File: src/rtl/serial_adder_pkg.sv
// Shared definitions for the digit-serial adder/subtractor: FSM encoding
// and parameter legality helpers.
package serial_adder_pkg;

    typedef enum logic {
        ST_IDLE = 1'b0,
        ST_RUN  = 1'b1
    } state_t;

    function automatic bit digit_cfg_ok(input int width, input int digit);
        return (digit inside {1, 2, 4, 8, 16}) && (width >= digit) && (width % digit == 0);
    endfunction

    // A single-step build still needs a one-bit counter to stay well-formed.
    function automatic int cnt_bits(input int steps);
        return (steps > 1) ? $clog2(steps) : 1;
    endfunction

endpackage

File: src/rtl/serial_adder_if.sv
// Request/result bundle for serial_adder; the requester owns start and the
// operands, the adder owns status and the held result.
interface serial_adder_if #(
    parameter int WIDTH = 16
);
    logic             start;
    logic             sub;
    logic [WIDTH-1:0] a;
    logic [WIDTH-1:0] b;
    logic             cin;
    logic             busy;
    logic             done;
    logic [WIDTH-1:0] sum;
    logic             cout;
    logic             overflow;

    modport master (
        output start, sub, a, b, cin,
        input  busy, done, sum, cout, overflow
    );

    modport slave (
        input  start, sub, a, b, cin,
        output busy, done, sum, cout, overflow
    );
endinterface

File: src/rtl/serial_adder_digit_adder.sv
// Combinational DIGIT-bit ripple of full adders; also exposes the carry into
// the top bit so the caller can form signed overflow.
module digit_adder #(
    parameter int DIGIT = 1
) (
    input  logic [DIGIT-1:0] a_i,
    input  logic [DIGIT-1:0] b_i,
    input  logic             ci_i,
    output logic [DIGIT-1:0] s_o,
    output logic             co_o,
    output logic             c_msb_o
);
    always_comb begin
        logic c;
        c       = ci_i;
        c_msb_o = ci_i;
        s_o     = '0;
        for (int i = 0; i < DIGIT; i++) begin
            c_msb_o = c;
            s_o[i]  = a_i[i] ^ b_i[i] ^ c;
            c       = (a_i[i] & b_i[i]) | (c & (a_i[i] ^ b_i[i]));
        end
        co_o = c;
    end
endmodule

File: src/rtl/serial_adder.sv
// Multi-cycle WIDTH-bit adder/subtractor: DIGIT bits per clock, LSD first,
// with a registered carry between digits and a separately held result.
module serial_adder
    import serial_adder_pkg::*;
#(
    parameter int WIDTH = 16,
    parameter int DIGIT = 1
) (
    input logic          clk,
    input logic          rst,
    serial_adder_if.slave bus
);
    localparam int STEPS = WIDTH / DIGIT;
    localparam int CNT_W = cnt_bits(STEPS);

    if (!digit_cfg_ok(WIDTH, DIGIT)) begin : g_bad_cfg
        $error("serial_adder: illegal WIDTH/DIGIT combination");
    end

    state_t           state_q, state_d;
    logic [CNT_W-1:0] cnt_q, cnt_d;
    logic [WIDTH-1:0] a_q, a_d, b_q, b_d;
    logic [WIDTH-1:0] work_q, work_d, sum_q, sum_d;
    logic             carry_q, carry_d;
    logic             cout_q, cout_d, ovf_q, ovf_d, done_q, done_d;

    logic [DIGIT-1:0] dig_s;
    logic             dig_co, dig_cmsb;
    logic [WIDTH-1:0] dig_ext, work_shift;

    digit_adder #(.DIGIT(DIGIT)) u_digit (
        .a_i     (a_q[DIGIT-1:0]),
        .b_i     (b_q[DIGIT-1:0]),
        .ci_i    (carry_q),
        .s_o     (dig_s),
        .co_o    (dig_co),
        .c_msb_o (dig_cmsb)
    );

    // Each new digit enters the working register at the top, so after STEPS
    // shifts the first digit has reached bit 0.
    assign dig_ext    = WIDTH'(dig_s);
    assign work_shift = (work_q >> DIGIT) | (dig_ext << (WIDTH - DIGIT));

    always_comb begin
        state_d = state_q;
        cnt_d   = cnt_q;
        a_d     = a_q;
        b_d     = b_q;
        carry_d = carry_q;
        work_d  = work_q;
        sum_d   = sum_q;
        cout_d  = cout_q;
        ovf_d   = ovf_q;
        done_d  = 1'b0;
        case (state_q)
            ST_IDLE: begin
                if (bus.start) begin
                    a_d     = bus.a;
                    b_d     = bus.b ^ {WIDTH{bus.sub}};
                    carry_d = bus.sub | bus.cin;
                    cnt_d   = '0;
                    work_d  = '0;
                    state_d = ST_RUN;
                end
            end
            ST_RUN: begin
                a_d     = a_q >> DIGIT;
                b_d     = b_q >> DIGIT;
                carry_d = dig_co;
                work_d  = work_shift;
                cnt_d   = cnt_q + 1'b1;
                if (cnt_q == CNT_W'(STEPS - 1)) begin
                    sum_d   = work_shift;
                    cout_d  = dig_co;
                    ovf_d   = dig_co ^ dig_cmsb;
                    done_d  = 1'b1;
                    state_d = ST_IDLE;
                end
            end
            default: state_d = ST_IDLE;
        endcase
    end

    always_ff @(posedge clk or posedge rst) begin
        if (rst) begin
            state_q <= ST_IDLE;
            cnt_q   <= '0;
            a_q     <= '0;
            b_q     <= '0;
            carry_q <= 1'b0;
            work_q  <= '0;
            sum_q   <= '0;
            cout_q  <= 1'b0;
            ovf_q   <= 1'b0;
            done_q  <= 1'b0;
        end else begin
            state_q <= state_d;
            cnt_q   <= cnt_d;
            a_q     <= a_d;
            b_q     <= b_d;
            carry_q <= carry_d;
            work_q  <= work_d;
            sum_q   <= sum_d;
            cout_q  <= cout_d;
            ovf_q   <= ovf_d;
            done_q  <= done_d;
        end
    end

    assign bus.busy     = (state_q == ST_RUN);
    assign bus.done     = done_q;
    assign bus.sum      = sum_q;
    assign bus.cout     = cout_q;
    assign bus.overflow = ovf_q;
endmodule

File: src/flat_wrapper.sv
// flat-port wrapper written by rule: the top's interface ports become plain ports
module serial_adder_flat import serial_adder_pkg::*;
#(
    parameter int WIDTH = 16,
    parameter int DIGIT = 1
)
  (clk, rst, bus_start, bus_sub, bus_a, bus_b, bus_cin, bus_busy, bus_done, bus_sum, bus_cout, bus_overflow);
  serial_adder_if #(.WIDTH(WIDTH)) bus_i ();
  input logic clk;
  input logic rst;
  input wire logic [$bits(bus_i.start)-1:0] bus_start;
  input wire logic [$bits(bus_i.sub)-1:0] bus_sub;
  input wire logic [$bits(bus_i.a)-1:0] bus_a;
  input wire logic [$bits(bus_i.b)-1:0] bus_b;
  input wire logic [$bits(bus_i.cin)-1:0] bus_cin;
  output wire logic [$bits(bus_i.busy)-1:0] bus_busy;
  output wire logic [$bits(bus_i.done)-1:0] bus_done;
  output wire logic [$bits(bus_i.sum)-1:0] bus_sum;
  output wire logic [$bits(bus_i.cout)-1:0] bus_cout;
  output wire logic [$bits(bus_i.overflow)-1:0] bus_overflow;
  assign bus_i.start = bus_start;
  assign bus_i.sub = bus_sub;
  assign bus_i.a = bus_a;
  assign bus_i.b = bus_b;
  assign bus_i.cin = bus_cin;
  assign bus_busy = bus_i.busy;
  assign bus_done = bus_i.done;
  assign bus_sum = bus_i.sum;
  assign bus_cout = bus_i.cout;
  assign bus_overflow = bus_i.overflow;
  serial_adder #(.WIDTH(WIDTH), .DIGIT(DIGIT)) u_core (.clk(clk), .rst(rst), .bus(bus_i));
endmodule
File: config.mk
export PLATFORM = sky130hd
export DESIGN_NAME = serial_adder_flat
export DESIGN_NICKNAME = d
export VERILOG_FILES = /design/src/rtl/serial_adder_pkg.sv /design/src/rtl/serial_adder_if.sv /design/src/rtl/serial_adder_digit_adder.sv /design/src/rtl/serial_adder.sv /design/src/flat_wrapper.sv
export SDC_FILE = /design/constraint.sdc
export NUM_CORES = 1
export LEC_CHECK = 0
export ABC_AREA = 0
export CORE_ASPECT_RATIO = 1.5
export CORE_MARGIN = 2
export CORE_UTILIZATION = 26
export CTS_CLUSTER_DIAMETER = 200
export CTS_CLUSTER_SIZE = 12
export DETAILED_ROUTE_END_ITERATION = 10
export PLACE_DENSITY = 0.52
export SLEW_MARGIN = 25
export SYNTH_ARGS = -nofsm -noshare
export SYNTH_HDL_FRONTEND = slang
export SYNTH_SLANG_ARGS = --single-unit
export TNS_END_PERCENT = 5
File: constraint.sdc
create_clock -name clk -period 3.2 [get_ports clk]
set_input_delay 0.64 -clock clk [delete_from_list [all_inputs] [get_ports clk]]
set_output_delay 0.64 -clock clk [all_outputs]
set_load 0.05 [all_outputs]
Word-level counts from Yosys, hierarchy flattened
Index checks and enable logic that the tools add are counted.

storage, ports and cells
  word-level logic and storage cells = 39
  input port bits = 37
  register bits after elaboration = 73
  output and inout bits = 20

operators by class
  multiplexer cells = 15
  reduce and logical (&&, ||, !) cells = 1
  bitwise operators = 10
  $add $sub $neg = 1
  equal/unequal tests = 2

operators with widths
  kind                                                           count
  16-bit case mux with 2 select lines                            3
  16-bit 2-to-1 mux                                              3
  15-bit by 16-bit bitwise OR with 16-bit output                 1
  16-bit XOR                                                     1
  4-bit case mux with 2 select lines                             1
  1-bit 2-to-1 mux                                               5
  4-bit by 1-bit adder with 4-bit output, second input constant  1
  4-bit == test, second input constant                           1
  4-bit 2-to-1 mux                                               1
  1-bit case mux with 2 select lines                             2
  1-bit XOR                                                      3
  1-bit AND                                                      2
  2-bit inequality test, second input constant                   1
  1-bit bitwise OR                                               2
  2-bit AND reduction                                            1
  1-bit inverter                                                 1

Depth between registers and ports, before layout
  depth after elaboration = 4
  mapped depth = 6
  depth with buffers taken out = 5

Cells and area by module
Synthesis repeated with hierarchy kept, for this count alone.

second synthesis, totals
  cells, all modules = 324
  area total of the unflattened synthesis = 3314.4 µm²

by module, submodules not included
  module        times used  sequential area each (µm²)  area an instance (µm²)  cells each
  serial_adder  1           1801.7                      3286.9                  322
  digit_adder   1           0.0                         27.5                    2

Least setup slack after synthesis
Ideal clock, no wire load.

  kind = register to register
  from = reg u_core.state_q, in the netlist u_core.bus.busy
  to = reg u_core.sum_q[0], in the netlist u_core.bus.sum[0]
  path buffers = 2
  clock period less this slack = 1.451 ns
  slack = 1.749 ns
  cell stages (with the launch flop) = 6
  arrival = 1.333 ns
  path through = dfrtp_1 > nand4_1 > buf_6 > clkbuf_8 > nand2_1 > nand2_1

on the way
  word-level cells in the longest chain between the ends = 1

ends and longest elaborated chain
  item                                  RTL line             RTL
  start, declared                       serial_adder.sv:20   state_t state_q, state_d;
  start signal, assigned                serial_adder.sv:98   state_q <= state_d;
  2-bit AND reduction (no source line)  --
  end signal, assigned                  serial_adder.sv:104  sum_q <= sum_d;
  end, declared                         serial_adder.sv:23   logic [WIDTH-1:0] work_q, work_d, sum_q, sum_d;

Every way passes these cells.
A chain may end at the register's enable or synchronous reset.

Worst setup path in the final report
  from = reg u_core.state_q, in the netlist u_core.bus.busy
  to = out bus_busy

RTL lines
  item           RTL line            RTL
  end, declared  flat_wrapper.sv:16  output wire logic [$bits(bus_i.busy)-1:0] bus_busy;

No word-level cell between the ends.

==> flow_summary_export.csv <==
group,metric,value,unit
outcome,status,"completed",
cts,cts_made_buffers,9,
sta,relSlewSlack,0.4455,
drt,drc,0,
setup_path,critical_path_class,"reg -> out",
global_routing,antenna_found_initial,0,
setup_path,worstPathRequired,2.56,ns
sta,setup_violations,0,
setup_path,r2r_end,"u_core.b_q[11]$_DFFE_PP0P_",
drt,drtPass1Iterations,4,
power,ir_drop,0.2544,mV
synthesis,yosys.area_share.adder,0.009863,
synthesis,syn_area,0.003298,mm²
drt,via_count,2331,
setup_path,worstPathArrival,1.86,ns
synthesis,synth_warnings,0,
synthesis,async_flop_share,1.000,
final_layout,final_cell_mix,"nand2_1 (84), dfrtp_1 (71), clkdlybuf4s50_1 (55)",
sta,tightest_slew,0.8317,ns
synthesis,syn_nets,366,
synthesis,muxShareOfSynthArea,0.05197,
drt,postRouteAntennaNets,0,
synthesis,synth_top_family_by_area,"simple AND/OR/NAND/NOR gates",
synthesis,synthFlopType,"dfrtp_1",
setup_path,critPathSlowestCell,"clkdlybuf4s50_1",
cts,clockBufferDepth,2,
sta,fin_crit_sh,0.7814,
drt,routed_wl,6.363,mm
floorplanning,dieArea,0.01362,mm²
cts,clkSlewWorstSetupHoldPaths,0.05,ns
sta,tns,0,ns
setup_path,path_depth,1,
setup_path,cp_max_fo,28,
sta,rsz0062_at_grt,"false",
setup_path,cp_cell_sequence,"clkdlybuf4s50_1",
setup_path,cp-start-kind,"register",
cts,post_cts_buffers,0,
setup_path,end_kind,"output port",
setup_path,rrSetupSlack,1.44,ns
synthesis,ys_types,27,
final_layout,final_common_cell,"nand2_1",
final_layout,nets,416,
setup_path,r2r_cells,4,
run,cap_violations,0,
global_routing,grt_pass1_vias,2335,
setup_path,path_delay_family,"buffers and inverters",
synthesis,syn_inst,327,
global_routing,grt_use_total,0.1041,
setup_path,critPathLaunch,"u_core.bus.busy$_DFF_PP0_",
cts,clk_root_buffer_cell,"clkbuf_16",
cts,cts.sinks,72,
floorplanning,start_util,0.2649,
setup_path,crit_buf_inv,1,
power,powerDensity,888.3,mW/mm²
synthesis,synth_area_per_cell,10.09,µm²
final_layout,instances_no_fill,538,
floorplanning,die_h,141.9,µm
sta,fin_skew,0.005256,ns
floorplanning,core.rowCount,50,
cts,cts_hold_buf,0,
synthesis,ys_seq_area_frac,0.5463,
sta,hold_viol,0,
setup_path,endpoint,"bus_busy",
synthesis,synth-seq-cells,72,
final_layout,area_growth_syn_to_layout,26.33,%
synthesis,synth-edff-count,0,
sta,fin_crit,2.500,ns
placed_design,globalplace.congestion,0.6982,
floorplanning,core_area,0.01245,mm²
placed_design,hpwl,4.322,mm
synthesis,synth-simple-area-share,0.1760,
global_routing,grt_max_degree,78,
final_layout,drive_gt1_frac,0.06806,
drt,drt_iter0_markers,92,
cts,cts_max_level,3,
cts,cts_tree,"done",
floorplanning,ioPinCount,57,
power,cellLeakagePower,1.814,nW
cts,insertion_delay,0.33,ns
drt,vias_per_cell,4.333,
synthesis,synth_xor_area_frac,0.04514,
cts,ctsResizeCount,0,
global_routing,grt_pass1_wl,11.04,mm
sta,slew_viol_final,0,
final_layout,antenna_cells,0,
min_path,hold_class,"reg -> reg",
floorplanning,die-width,95.96,µm
sta,max_freq,399.9,MHz
drt,avgRoutedWirePerCell,11.83,µm
setup_path,r2r_start,"u_core.bus.busy$_DFF_PP0_",
synthesis,synth-compound-area-share,0.1062,
power,total_power,3.701,mW
placed_design,port_buffers,56,
setup_path,critical-path-max-stage-delay,0.91,ns
placed_design,placedCellCount,522,
global_routing,overflow,0,
final cells by class:
type	instances	area (µm²)
Clock buffer	12	236.5
Clock inverter	4	22.52
Fill cell	1327	8283
Inverter	3	12.51
Multi-Input combinational cell	229	1284
Sequential cell	72	1803
Tap cell	156	195.2
Timing Repair Buffer	62	613.1
state kept, by name, indices dropped and copies added, names as in the netlist:
| signal | cells |
|---|---|
| u_core.a_q | 16 |
| u_core.b_q | 16 |
| u_core.bus.busy | 1 |
| u_core.bus.cout | 1 |
| u_core.bus.done | 1 |
| u_core.bus.overflow | 1 |
| u_core.bus.sum | 16 |
| u_core.carry_q | 1 |
| u_core.cnt_q | 4 |
| u_core.work_q | 15 |
stage by stage:
stage                     worst slack [ns]  hold WS (ns)  utilization  area [µm²]
after floorplan                     0.7351        0.4386            -        3298
after CTS                           0.6553        0.4653       0.3347        4167
after global routing                0.5756        0.5067       0.3347        4167
after detailed placement             1.016        0.4507       0.3139        3908
final                               0.6996        0.4651       0.3347        4167
after global placement               1.027        0.4590       0.3139        3908
how the worst min path moves through the flow:
| stage | cells after the start | slack [ns] | startpoint | endpoint |
|---|---|---|---|---|
| 3_3_place_gp | 2 | 0.46 | u_core.work_q[1]$_DFFE_PP0P_ | u_core.bus.sum[0]$_DFFE_PP0P_ |
| 6_report | 2 | 0.47 | u_core.work_q[1]$_DFFE_PP0P_ | u_core.bus.sum[0]$_DFFE_PP0P_ |
| 3_5_place_dp | 2 | 0.45 | u_core.work_q[1]$_DFFE_PP0P_ | u_core.bus.sum[0]$_DFFE_PP0P_ |
| 4_1_cts | 2 | 0.47 | u_core.work_q[1]$_DFFE_PP0P_ | u_core.bus.sum[0]$_DFFE_PP0P_ |
| 5_1_grt | 2 | 0.51 | u_core.bus.sum[12]$_DFFE_PP0P_ | u_core.bus.sum[12]$_DFFE_PP0P_ |
| 2_1_floorplan | 2 | 0.44 | u_core.work_q[1]$_DFFE_PP0P_ | u_core.bus.sum[0]$_DFFE_PP0P_ |
power by group:
part | switching [mW] | internal [mW]
logic | 0.795 | 0.514
registers | 0.243 | 1.27
clock network | 0.357 | 0.521
Yosys cell counts (2+ instances only):
cell	count	area, µm²
dfrtp_1	72	1802
o21ai_1	15	75.07
nor2_1	4	15.01
xnor2_1	17	148.9
nand4_1	2	12.51
nand2_1	84	315.3
clkbuf_1	3	11.26
buf_6	9	101.4
buf_4	6	45.04
inv_1	2	7.510
mux2i_1	16	160.2
o21ai_0	33	165.2
buf_2	2	10.01
nor3b_1	16	120.1
nand2b_1	17	106.4
a21oi_1	18	90.09
layer usage:
metal / part of all wire / global-route usage / wire (µm) / up-vias
met5: 0 / 0 / 0 / -
met4: 0.020 / 0.04962 / 125 / 0
met3: 0.036 / 0.02648 / 227 / 6
li1: - / - / - / 1178
met2: 0.48 / 0.1645 / 3060 / 40
met1: 0.46 / 0.1317 / 2950 / 1107
kinds of logic (layout without fill, tap and decap cells):
family / count (synthesis) / in the layout
muxes: 17 / 17
xor gates and xnor gates: 17 / 17
AOI/OAI and AO/OA: 68 / 68
buffers and inverters: 26 / 81
DFF: 72 / 72
adders and majority gates: 2 / 2
and+or+nand+nor: 125 / 125
No activity file was read; power rests on OpenSTA's default activity.
